<file path="config.mk">
export PLATFORM = sky130hd
export DESIGN_NAME = add_subt_arbiter
export DESIGN_NICKNAME = d
export VERILOG_FILES = /design/src/rtl/add_subt_arbiter.sv
export SDC_FILE = /design/constraint.sdc
export NUM_CORES = 1
export LEC_CHECK = 0
export CORE_AREA = 2 2 133 135
export CTS_BUF_LIST = sky130_fd_sc_hd__clkbuf_2
export CTS_CLUSTER_DIAMETER = 80
export CTS_CLUSTER_SIZE = 25
export DETAILED_ROUTE_END_ITERATION = 16
export DIE_AREA = 0 0 135 137
export PLACE_DENSITY = 0.68
export SLEW_MARGIN = 20
export SYNTH_ARGS = -nofsm -noshare
export SYNTH_HDL_FRONTEND = slang
export SYNTH_SLANG_ARGS = --single-unit
</file>
<file path="constraint.sdc">
create_clock -name clk -period 5 [get_ports clk]
set_input_delay 1 -clock clk [delete_from_list [all_inputs] [get_ports clk]]
set_output_delay 1 -clock clk [all_outputs]
set_load 0.02 [all_outputs]
</file>
<file path="src/rtl/add_subt_arbiter.sv">
// -----------------------------------------------------------------------------
// add_subt_arbiter
//
// Shares one add/subtract unit between three CORDIC requesters (X, Y, Z).
// A round-robin Moore FSM (IDLE -> LAUNCH -> WAIT -> DELIVER) grants one
// requester at a time, registers its operands and operation towards the adder,
// waits for the adder result and holds it for the granted requester until that
// requester acknowledges it. Every output is driven from a register.
//
// Optional feature (macro TIMEOUT_ARB_EN):
//   When defined, a watchdog counts WAIT cycles. After TIMEOUT_CYCLES cycles
//   with no ready_add_subt, the transaction is closed with err_o=1 and a zero
//   result. When undefined, WAIT is unbounded and err_o is tied to 0.
//
// Ports:
//   clk            in   system clock, rising edge
//   reset          in   synchronous active-high reset
//   req_i[2:0]     in   per-requester request (0:X, 1:Y, 2:Z)
//   data_a_i       in   operand A, requester k at [k*W +: W]
//   data_b_i       in   operand B, same packing
//   op_i[2:0]      in   per-requester operation (0 add, 1 subtract)
//   ack_i[2:0]     in   per-requester acknowledge of the delivered result
//   ready_add_subt in   adder result valid
//   result_i       in   adder result
//   beg_add_subt   out  one-cycle start strobe to the adder
//   ack_add_subt   out  one-cycle "result taken" strobe to the adder
//   op_a_o, op_b_o out  operands to the adder
//   add_subt_o     out  operation to the adder
//   gnt_o[2:0]     out  one-hot grant
//   done_o[2:0]    out  one-hot result valid
//   result_o       out  result for the granted requester
//   err_o          out  watchdog timeout flag
// -----------------------------------------------------------------------------
module add_subt_arbiter #(
    parameter int W              = 32,
    parameter int TIMEOUT_CYCLES = 64
) (
    input  logic           clk,
    input  logic           reset,
    input  logic [2:0]     req_i,
    input  logic [3*W-1:0] data_a_i,
    input  logic [3*W-1:0] data_b_i,
    input  logic [2:0]     op_i,
    input  logic [2:0]     ack_i,
    input  logic           ready_add_subt,
    input  logic [W-1:0]   result_i,
    output logic           beg_add_subt,
    output logic           ack_add_subt,
    output logic [W-1:0]   op_a_o,
    output logic [W-1:0]   op_b_o,
    output logic           add_subt_o,
    output logic [2:0]     gnt_o,
    output logic [2:0]     done_o,
    output logic [W-1:0]   result_o,
    output logic           err_o
);

    typedef enum logic [1:0] {
        ST_IDLE    = 2'd0,
        ST_LAUNCH  = 2'd1,
        ST_WAIT    = 2'd2,
        ST_DELIVER = 2'd3
    } state_t;

    state_t       state_r, state_s;
    logic [1:0]   last_grant_r, last_grant_s;
    logic [1:0]   gidx_r, gidx_s;
    logic [W-1:0] op_a_r, op_a_s;
    logic [W-1:0] op_b_r, op_b_s;
    logic         add_subt_r, add_subt_s;
    logic [2:0]   gnt_r, gnt_s;
    logic [2:0]   done_r, done_s;
    logic [W-1:0] result_r, result_s;
    logic         beg_r, beg_s;
    logic         ack_r, ack_s;

    logic [1:0]   pick_s;
    logic         pick_valid_s;
    logic [1:0]   cand_s;
    logic [W-1:0] sel_a_s, sel_b_s;
    logic         sel_op_s;
    logic         timeout_s;

    // Successor of a requester index in the round-robin ring 0 -> 1 -> 2 -> 0.
    function automatic logic [1:0] next_idx(input logic [1:0] k);
        logic [1:0] n;
        case (k)
            2'd0:    n = 2'd1;
            2'd1:    n = 2'd2;
            default: n = 2'd0;
        endcase
        return n;
    endfunction

    // One-hot grant vector for a requester index.
    function automatic logic [2:0] idx_to_onehot(input logic [1:0] k);
        logic [2:0] v;
        case (k)
            2'd0:    v = 3'b001;
            2'd1:    v = 3'b010;
            2'd2:    v = 3'b100;
            default: v = 3'b000;
        endcase
        return v;
    endfunction

    // Round-robin pick: scan starting one past the last served requester.
    always_comb begin
        pick_s       = 2'd0;
        pick_valid_s = 1'b0;
        cand_s       = next_idx(last_grant_r);
        for (int i = 0; i < 3; i++) begin
            if (!pick_valid_s && req_i[cand_s]) begin
                pick_s       = cand_s;
                pick_valid_s = 1'b1;
            end else begin
                pick_s       = pick_s;
            end
            cand_s = next_idx(cand_s);
        end
    end

    // Operand/operation mux for the picked requester.
    always_comb begin
        case (pick_s)
            2'd1: begin
                sel_a_s  = data_a_i[W +: W];
                sel_b_s  = data_b_i[W +: W];
                sel_op_s = op_i[1];
            end
            2'd2: begin
                sel_a_s  = data_a_i[2*W +: W];
                sel_b_s  = data_b_i[2*W +: W];
                sel_op_s = op_i[2];
            end
            default: begin
                sel_a_s  = data_a_i[0 +: W];
                sel_b_s  = data_b_i[0 +: W];
                sel_op_s = op_i[0];
            end
        endcase
    end

    // Next-state and next-output logic; registered values hold by default,
    // the adder strobes default low so they only ever last one cycle.
    always_comb begin
        state_s      = state_r;
        last_grant_s = last_grant_r;
        gidx_s       = gidx_r;
        op_a_s       = op_a_r;
        op_b_s       = op_b_r;
        add_subt_s   = add_subt_r;
        gnt_s        = gnt_r;
        done_s       = done_r;
        result_s     = result_r;
        beg_s        = 1'b0;
        ack_s        = 1'b0;
        case (state_r)
            ST_IDLE: begin
                if (pick_valid_s) begin
                    gidx_s     = pick_s;
                    op_a_s     = sel_a_s;
                    op_b_s     = sel_b_s;
                    add_subt_s = sel_op_s;
                    gnt_s      = idx_to_onehot(pick_s);
                    state_s    = ST_LAUNCH;
                end else begin
                    state_s    = ST_IDLE;
                end
            end
            ST_LAUNCH: begin
                beg_s   = 1'b1;
                state_s = ST_WAIT;
            end
            ST_WAIT: begin
                // A real result wins over a watchdog expiry in the same cycle.
                if (ready_add_subt) begin
                    result_s = result_i;
                    ack_s    = 1'b1;
                    done_s   = gnt_r;
                    state_s  = ST_DELIVER;
                end else if (timeout_s) begin
                    result_s = '0;
                    ack_s    = 1'b1;
                    done_s   = gnt_r;
                    state_s  = ST_DELIVER;
                end else begin
                    state_s  = ST_WAIT;
                end
            end
            ST_DELIVER: begin
                // Only the granted requester's acknowledge closes the transaction.
                if ((ack_i & gnt_r) != 3'b000) begin
                    gnt_s        = 3'b000;
                    done_s       = 3'b000;
                    last_grant_s = gidx_r;
                    state_s      = ST_IDLE;
                end else begin
                    state_s      = ST_DELIVER;
                end
            end
            default: begin
                gnt_s   = 3'b000;
                done_s  = 3'b000;
                state_s = ST_IDLE;
            end
        endcase
    end

    // State and output registers; reset aborts any transaction silently.
    always_ff @(posedge clk) begin
        if (reset) begin
            state_r      <= ST_IDLE;
            last_grant_r <= 2'd2;
            gidx_r       <= 2'd0;
            op_a_r       <= '0;
            op_b_r       <= '0;
            add_subt_r   <= 1'b0;
            gnt_r        <= 3'b000;
            done_r       <= 3'b000;
            result_r     <= '0;
            beg_r        <= 1'b0;
            ack_r        <= 1'b0;
        end else begin
            state_r      <= state_s;
            last_grant_r <= last_grant_s;
            gidx_r       <= gidx_s;
            op_a_r       <= op_a_s;
            op_b_r       <= op_b_s;
            add_subt_r   <= add_subt_s;
            gnt_r        <= gnt_s;
            done_r       <= done_s;
            result_r     <= result_s;
            beg_r        <= beg_s;
            ack_r        <= ack_s;
        end
    end

`ifdef TIMEOUT_ARB_EN
    localparam int              CNT_W    = $clog2(TIMEOUT_CYCLES + 1);
    localparam logic [CNT_W-1:0] CNT_LAST = CNT_W'(TIMEOUT_CYCLES - 1);

    logic [CNT_W-1:0] wd_cnt_r, wd_cnt_s;
    logic             err_r;

    // Watchdog: counts WAIT cycles without ready; expires on the last one.
    always_comb begin
        timeout_s = 1'b0;
        wd_cnt_s  = '0;
        if ((state_r == ST_WAIT) && !ready_add_subt) begin
            if (wd_cnt_r == CNT_LAST) begin
                timeout_s = 1'b1;
                wd_cnt_s  = '0;
            end else begin
                wd_cnt_s  = wd_cnt_r + 1'b1;
            end
        end else begin
            wd_cnt_s  = '0;
        end
    end

    // Watchdog counter and error flag; the flag lives until DELIVER is left.
    always_ff @(posedge clk) begin
        if (reset) begin
            wd_cnt_r <= '0;
            err_r    <= 1'b0;
        end else begin
            wd_cnt_r <= wd_cnt_s;
            if (timeout_s) begin
                err_r <= 1'b1;
            end else if ((state_r == ST_DELIVER) && (state_s == ST_IDLE)) begin
                err_r <= 1'b0;
            end
        end
    end

    assign err_o = err_r;
`else
    assign timeout_s = 1'b0;
    assign err_o     = 1'b0;
`endif

    assign beg_add_subt = beg_r;
    assign ack_add_subt = ack_r;
    assign op_a_o       = op_a_r;
    assign op_b_o       = op_b_r;
    assign add_subt_o   = add_subt_r;
    assign gnt_o        = gnt_r;
    assign done_o       = done_r;
    assign result_o     = result_r;

endmodule

</file>
==> flow_metrics.env <==
export IMPL_r2r_start="last_grant_r[1]"
export IMPL_critPathLaunchType="input pin"
export IMPL_critical_path_endpoint_type="flip-flop"
export IMPL_cp_max_fo=91
export IMPL_critical_path_required_ns=5.56
export IMPL_layout_nets=1114
export IMPL_first_pass_iters=4
export IMPL_crit_chain="clkdlybuf4s50_1 > nor2b_1 > o22ai_1 > nand2_1 > ha_4 > buf_12 > nor2_1 > a21oi_1 > a22o_1"
export IMPL_drive_above_1_share=0.03641
export IMPL_leakage_uw=0.003052
export IMPL_p_int_uw=1530
export IMPL_post_route_period_util=0.6024
export IMPL_r2r_slack_ns=2.54
export IMPL_synthToLayoutAreaGrowth_pct=75.96
export IMPL_ys_types=32
export IMPL_clock_latency_ns=0.59
export IMPL_crit_arrival_ns=3.57
export IMPL_vias=5321
export IMPL_postRouteAntennaNets=0
export IMPL_syn_cell_area_um2=4840
export IMPL_place_inst=1088
export IMPL_layout_setup_ws_ns=1.988
export IMPL_grt_pass1_vias=5213
export IMPL_cts_tree="yes"
export IMPL_rsz0062_at_grt="no"
export IMPL_cts_buffers_inserted=9
export IMPL_yosys_register_bits=111
export IMPL_synth_top_area_frac=0.4592
export IMPL_die_w_um=135
export IMPL_tightest_slew_ns=0.8762
export IMPL_cts_clk_slew_worst_paths_ns=0.28
export IMPL_fmax_mhz=332.0
export IMPL_clock_path_buffers=2
export IMPL_final_cell_count_no_fill=1104
export IMPL_power_density_nw_per_um2=265.4
export IMPL_whs_path_depth=2
export IMPL_num_io_pins=342
export IMPL_whs_ns=0.4719
export IMPL_initialDrtViolationCount=194
export IMPL_fp_dieArea_um2=18500
export IMPL_ir_worst_vdd_v=0.0001350
export IMPL_yosys_warnings=0
export IMPL_timing_rr_end="op_b_o[2]"
export IMPL_grt_ovfl_total=0
export IMPL_start_util=0.2837
export IMPL_combPwrFrac=0.359
export IMPL_critPathSlowestCell="ha_4"
export IMPL_cts_resized=0
export IMPL_place_congestion=0.8118
export IMPL_grt_max_degree=92
export IMPL_outcome="finished, final reports clean"
export IMPL_seqPwrFrac=0.458
export IMPL_power_frac_clock=0.183
export IMPL_antennaDiodeCount=0
export IMPL_cts_max_level=3
export IMPL_hold_path_endpoint="result_o[29]"
export IMPL_pre_cts_ws_ns=1.385
export IMPL_clkSinkCount=111
export IMPL_yosysTopAreaCell="dfxtp_1"
export IMPL_fp_row_count=48
export IMPL_syn_avg_cell_area_um2=8.476
export IMPL_fin_tns_setup_ns=0
export IMPL_maxCapViolCount=0
export IMPL_relSlewSlack=0.4159
export IMPL_syn_nets=810
export IMPL_grt_usage=0.1886
export IMPL_dp_hpwl_mm=13.40
export IMPL_die_h_um=137
export IMPL_finalClockSkew_ns=0.02059
export IMPL_fin_crit_ns=3.012
export IMPL_setup_viol=0
export IMPL_antenna_found_initial=0
export IMPL_drt_wirelength_per_cell_um=16.52
export IMPL_slowest_delay_ns=0.84
export IMPL_cts_hold_buffers=0
export IMPL_grt_pass1_wl_mm=27.46
export IMPL_synthTopCellsByArea="dfxtp_1 (46%), a22o_1 (12%), a21oi_1 (11%), a22oi_1 (10%), nand2_1 (5.4%)"
export IMPL_drcViolationCount=0
export IMPL_maxSlewViolCount=0
export IMPL_swShare=0.3228
export IMPL_core_area_um2=17060
export IMPL_min_path_type="flip-flop to flip-flop"
export IMPL_ys_seq_area_frac=0.4592
export IMPL_hold_violations=0
export IMPL_ff2ff_path_depth=8
export IMPL_syn_inst=571
export IMPL_power_switching_uw=729.4
export IMPL_viasPerCell=4.820
export IMPL_cts_setup_buffers=0
export IMPL_root_buffer="clkbuf_2"
export IMPL_drt_wl_total_mm=18.24
export IMPL_port_buffers=340
export IMPL_hp_start="result_o[29]"
export IMPL_path_class="input pin to flip-flop"
[layer usage]
metal	wire (um)	vias to the layer above	share of wire	track usage
li1	-	2679	-	-
met1	7254	2389	0.40	0.2148
met2	8962	221	0.49	0.3314
met3	1475	32	0.081	0.05259
met4	549	0	0.030	0.08044
met5	0	-	0	0
[power groups by stage]
stage / Combinational [uW] / Sequential (uW) / Clock [uW]
2_1_floorplan: 267 / 1150 / 0
3_3_place_gp: 810 / 1050 / 0
3_5_place_dp: 816 / 1050 / 0
5_1_grt: 868 / 1050 / 466
4_1_cts: 817 / 1040 / 436
6_report: 811 / 1040 / 413
[worst max-delay path by stage]
stage / from / to / cells past startpoint / slack [ns]
after detailed placement: req_i[1] / op_b_o[3] / 8 / 1.38
after global routing: req_i[1] / op_a_o[27] / 9 / 1.81
final: req_i[1] / op_b_o[2] / 9 / 1.99
after CTS: req_i[1] / op_a_o[27] / 9 / 2.09
after floorplan: req_i[1] / op_b_o[10] / 8 / 2.36
after global placement: req_i[1] / op_a_o[19] / 8 / 1.46
[final cells by class]
cell class | instances | area [um^2]
Sequential cell | 111 | 2222
Clock inverter | 5 | 58.81
Tap cell | 225 | 281.5
Clock buffer | 10 | 50.05
Timing Repair Buffer | 349 | 3518
Fill cell | 1706 | 8541
Multi-Input combinational cell | 404 | 2385
[flip-flops by register name (all words and copies together) (netlist names)]
register,cells
ack_add_subt,1
add_subt_o,1
beg_add_subt,1
state_r,2
gnt_o,3
op_a_o,32
last_grant_r,2
done_o,3
gidx_r,2
result_o,32
op_b_o,32
[critical path, delay by kind of cell]
kind,cells,cell delay [ns]
AO/OA/AOI/OAI,3,0.47
adder cells (fa/ha/maj),1,0.84
buffers and inverters,2,0.77
AND/OR/NAND/NOR,3,0.40
[Yosys cell counts (all sizes together)]
| cell | number |
|---|---|
| mux2i | 1 |
| a222oi | 1 |
| conb | 1 |
| o22ai | 2 |
| and3b | 2 |
| clkbuf | 36 |
| buf | 20 |
| a22o | 65 |
| or3 | 1 |
| nand2b | 2 |
| a211o | 1 |
| nand3b | 1 |
| nor2b | 2 |
| ha | 3 |
| nand3 | 1 |
| a32o | 4 |
| nor2 | 68 |
| o21a | 1 |
| nor3b | 1 |
| dfxtp | 111 |
| a21oi | 104 |
| nor3 | 1 |
| and2 | 2 |
| a22oi | 65 |
| a31o | 1 |
| nand2 | 70 |
| o211ai | 3 |
| or2 | 1 |
[per-stage QoR]
| step | total power (uW) | cell area [um^2] | util |
|---|---|---|---|
| after floorplan | 1422 | 4840 | - |
| after global placement | 1861 | 8402 | 0.4926 |
| after detailed placement | 1866 | 8402 | 0.4926 |
| after CTS | 2289 | 8511 | 0.4990 |
| after global routing | 2384 | 8516 | 0.4993 |
| final | 2260 | 8516 | 0.4993 |
[cell usage in the layout, fill, tap and decap left out]
master / instances
nand3b_1: 1
a22o_1: 65
or2_2: 1
nor3b_1: 1
nand3_1: 1
clkinv_2: 1
and2_1: 2
clkbuf_2: 11
bufinv_16: 1
a21oi_1: 103
nor2b_1: 2
and3b_1: 1
a32o_1: 4
a21oi_4: 1
a22oi_1: 65
ha_2: 2
nand2b_1: 2
buf_4: 4
clkinvlp_4: 2
a211o_1: 1
conb_1: 1
mux2i_1: 1
o22ai_1: 2
and3b_2: 1
dfxtp_1: 111
nand2_1: 70
buf_12: 4
a222oi_1: 1
nor2_1: 68
o211ai_1: 3
ha_4: 1
clkdlybuf4s50_1: 340
inv_6: 1
a31o_2: 1
o21a_1: 1
or3_4: 1
nor3_1: 1
[logic make-up (layout without fill, tap and decap cells)]
| kind of cell | after synthesis | in the layout | share of synthesized area |
|---|---|---|---|
| buf+inv | 56 | 364 | 0.05196 |
| compound gates | 247 | 247 | 0.3511 |
| mux | 1 | 1 | 0.002068 |
| flops | 111 | 111 | 0.4592 |
| fa+ha+maj | 3 | 3 | 0.007757 |
| simple gates | 152 | 152 | 0.1272 |
| other cells | 1 | 1 | 0.0007749 |
No activity file was read; power rests on OpenSTA's default activity.
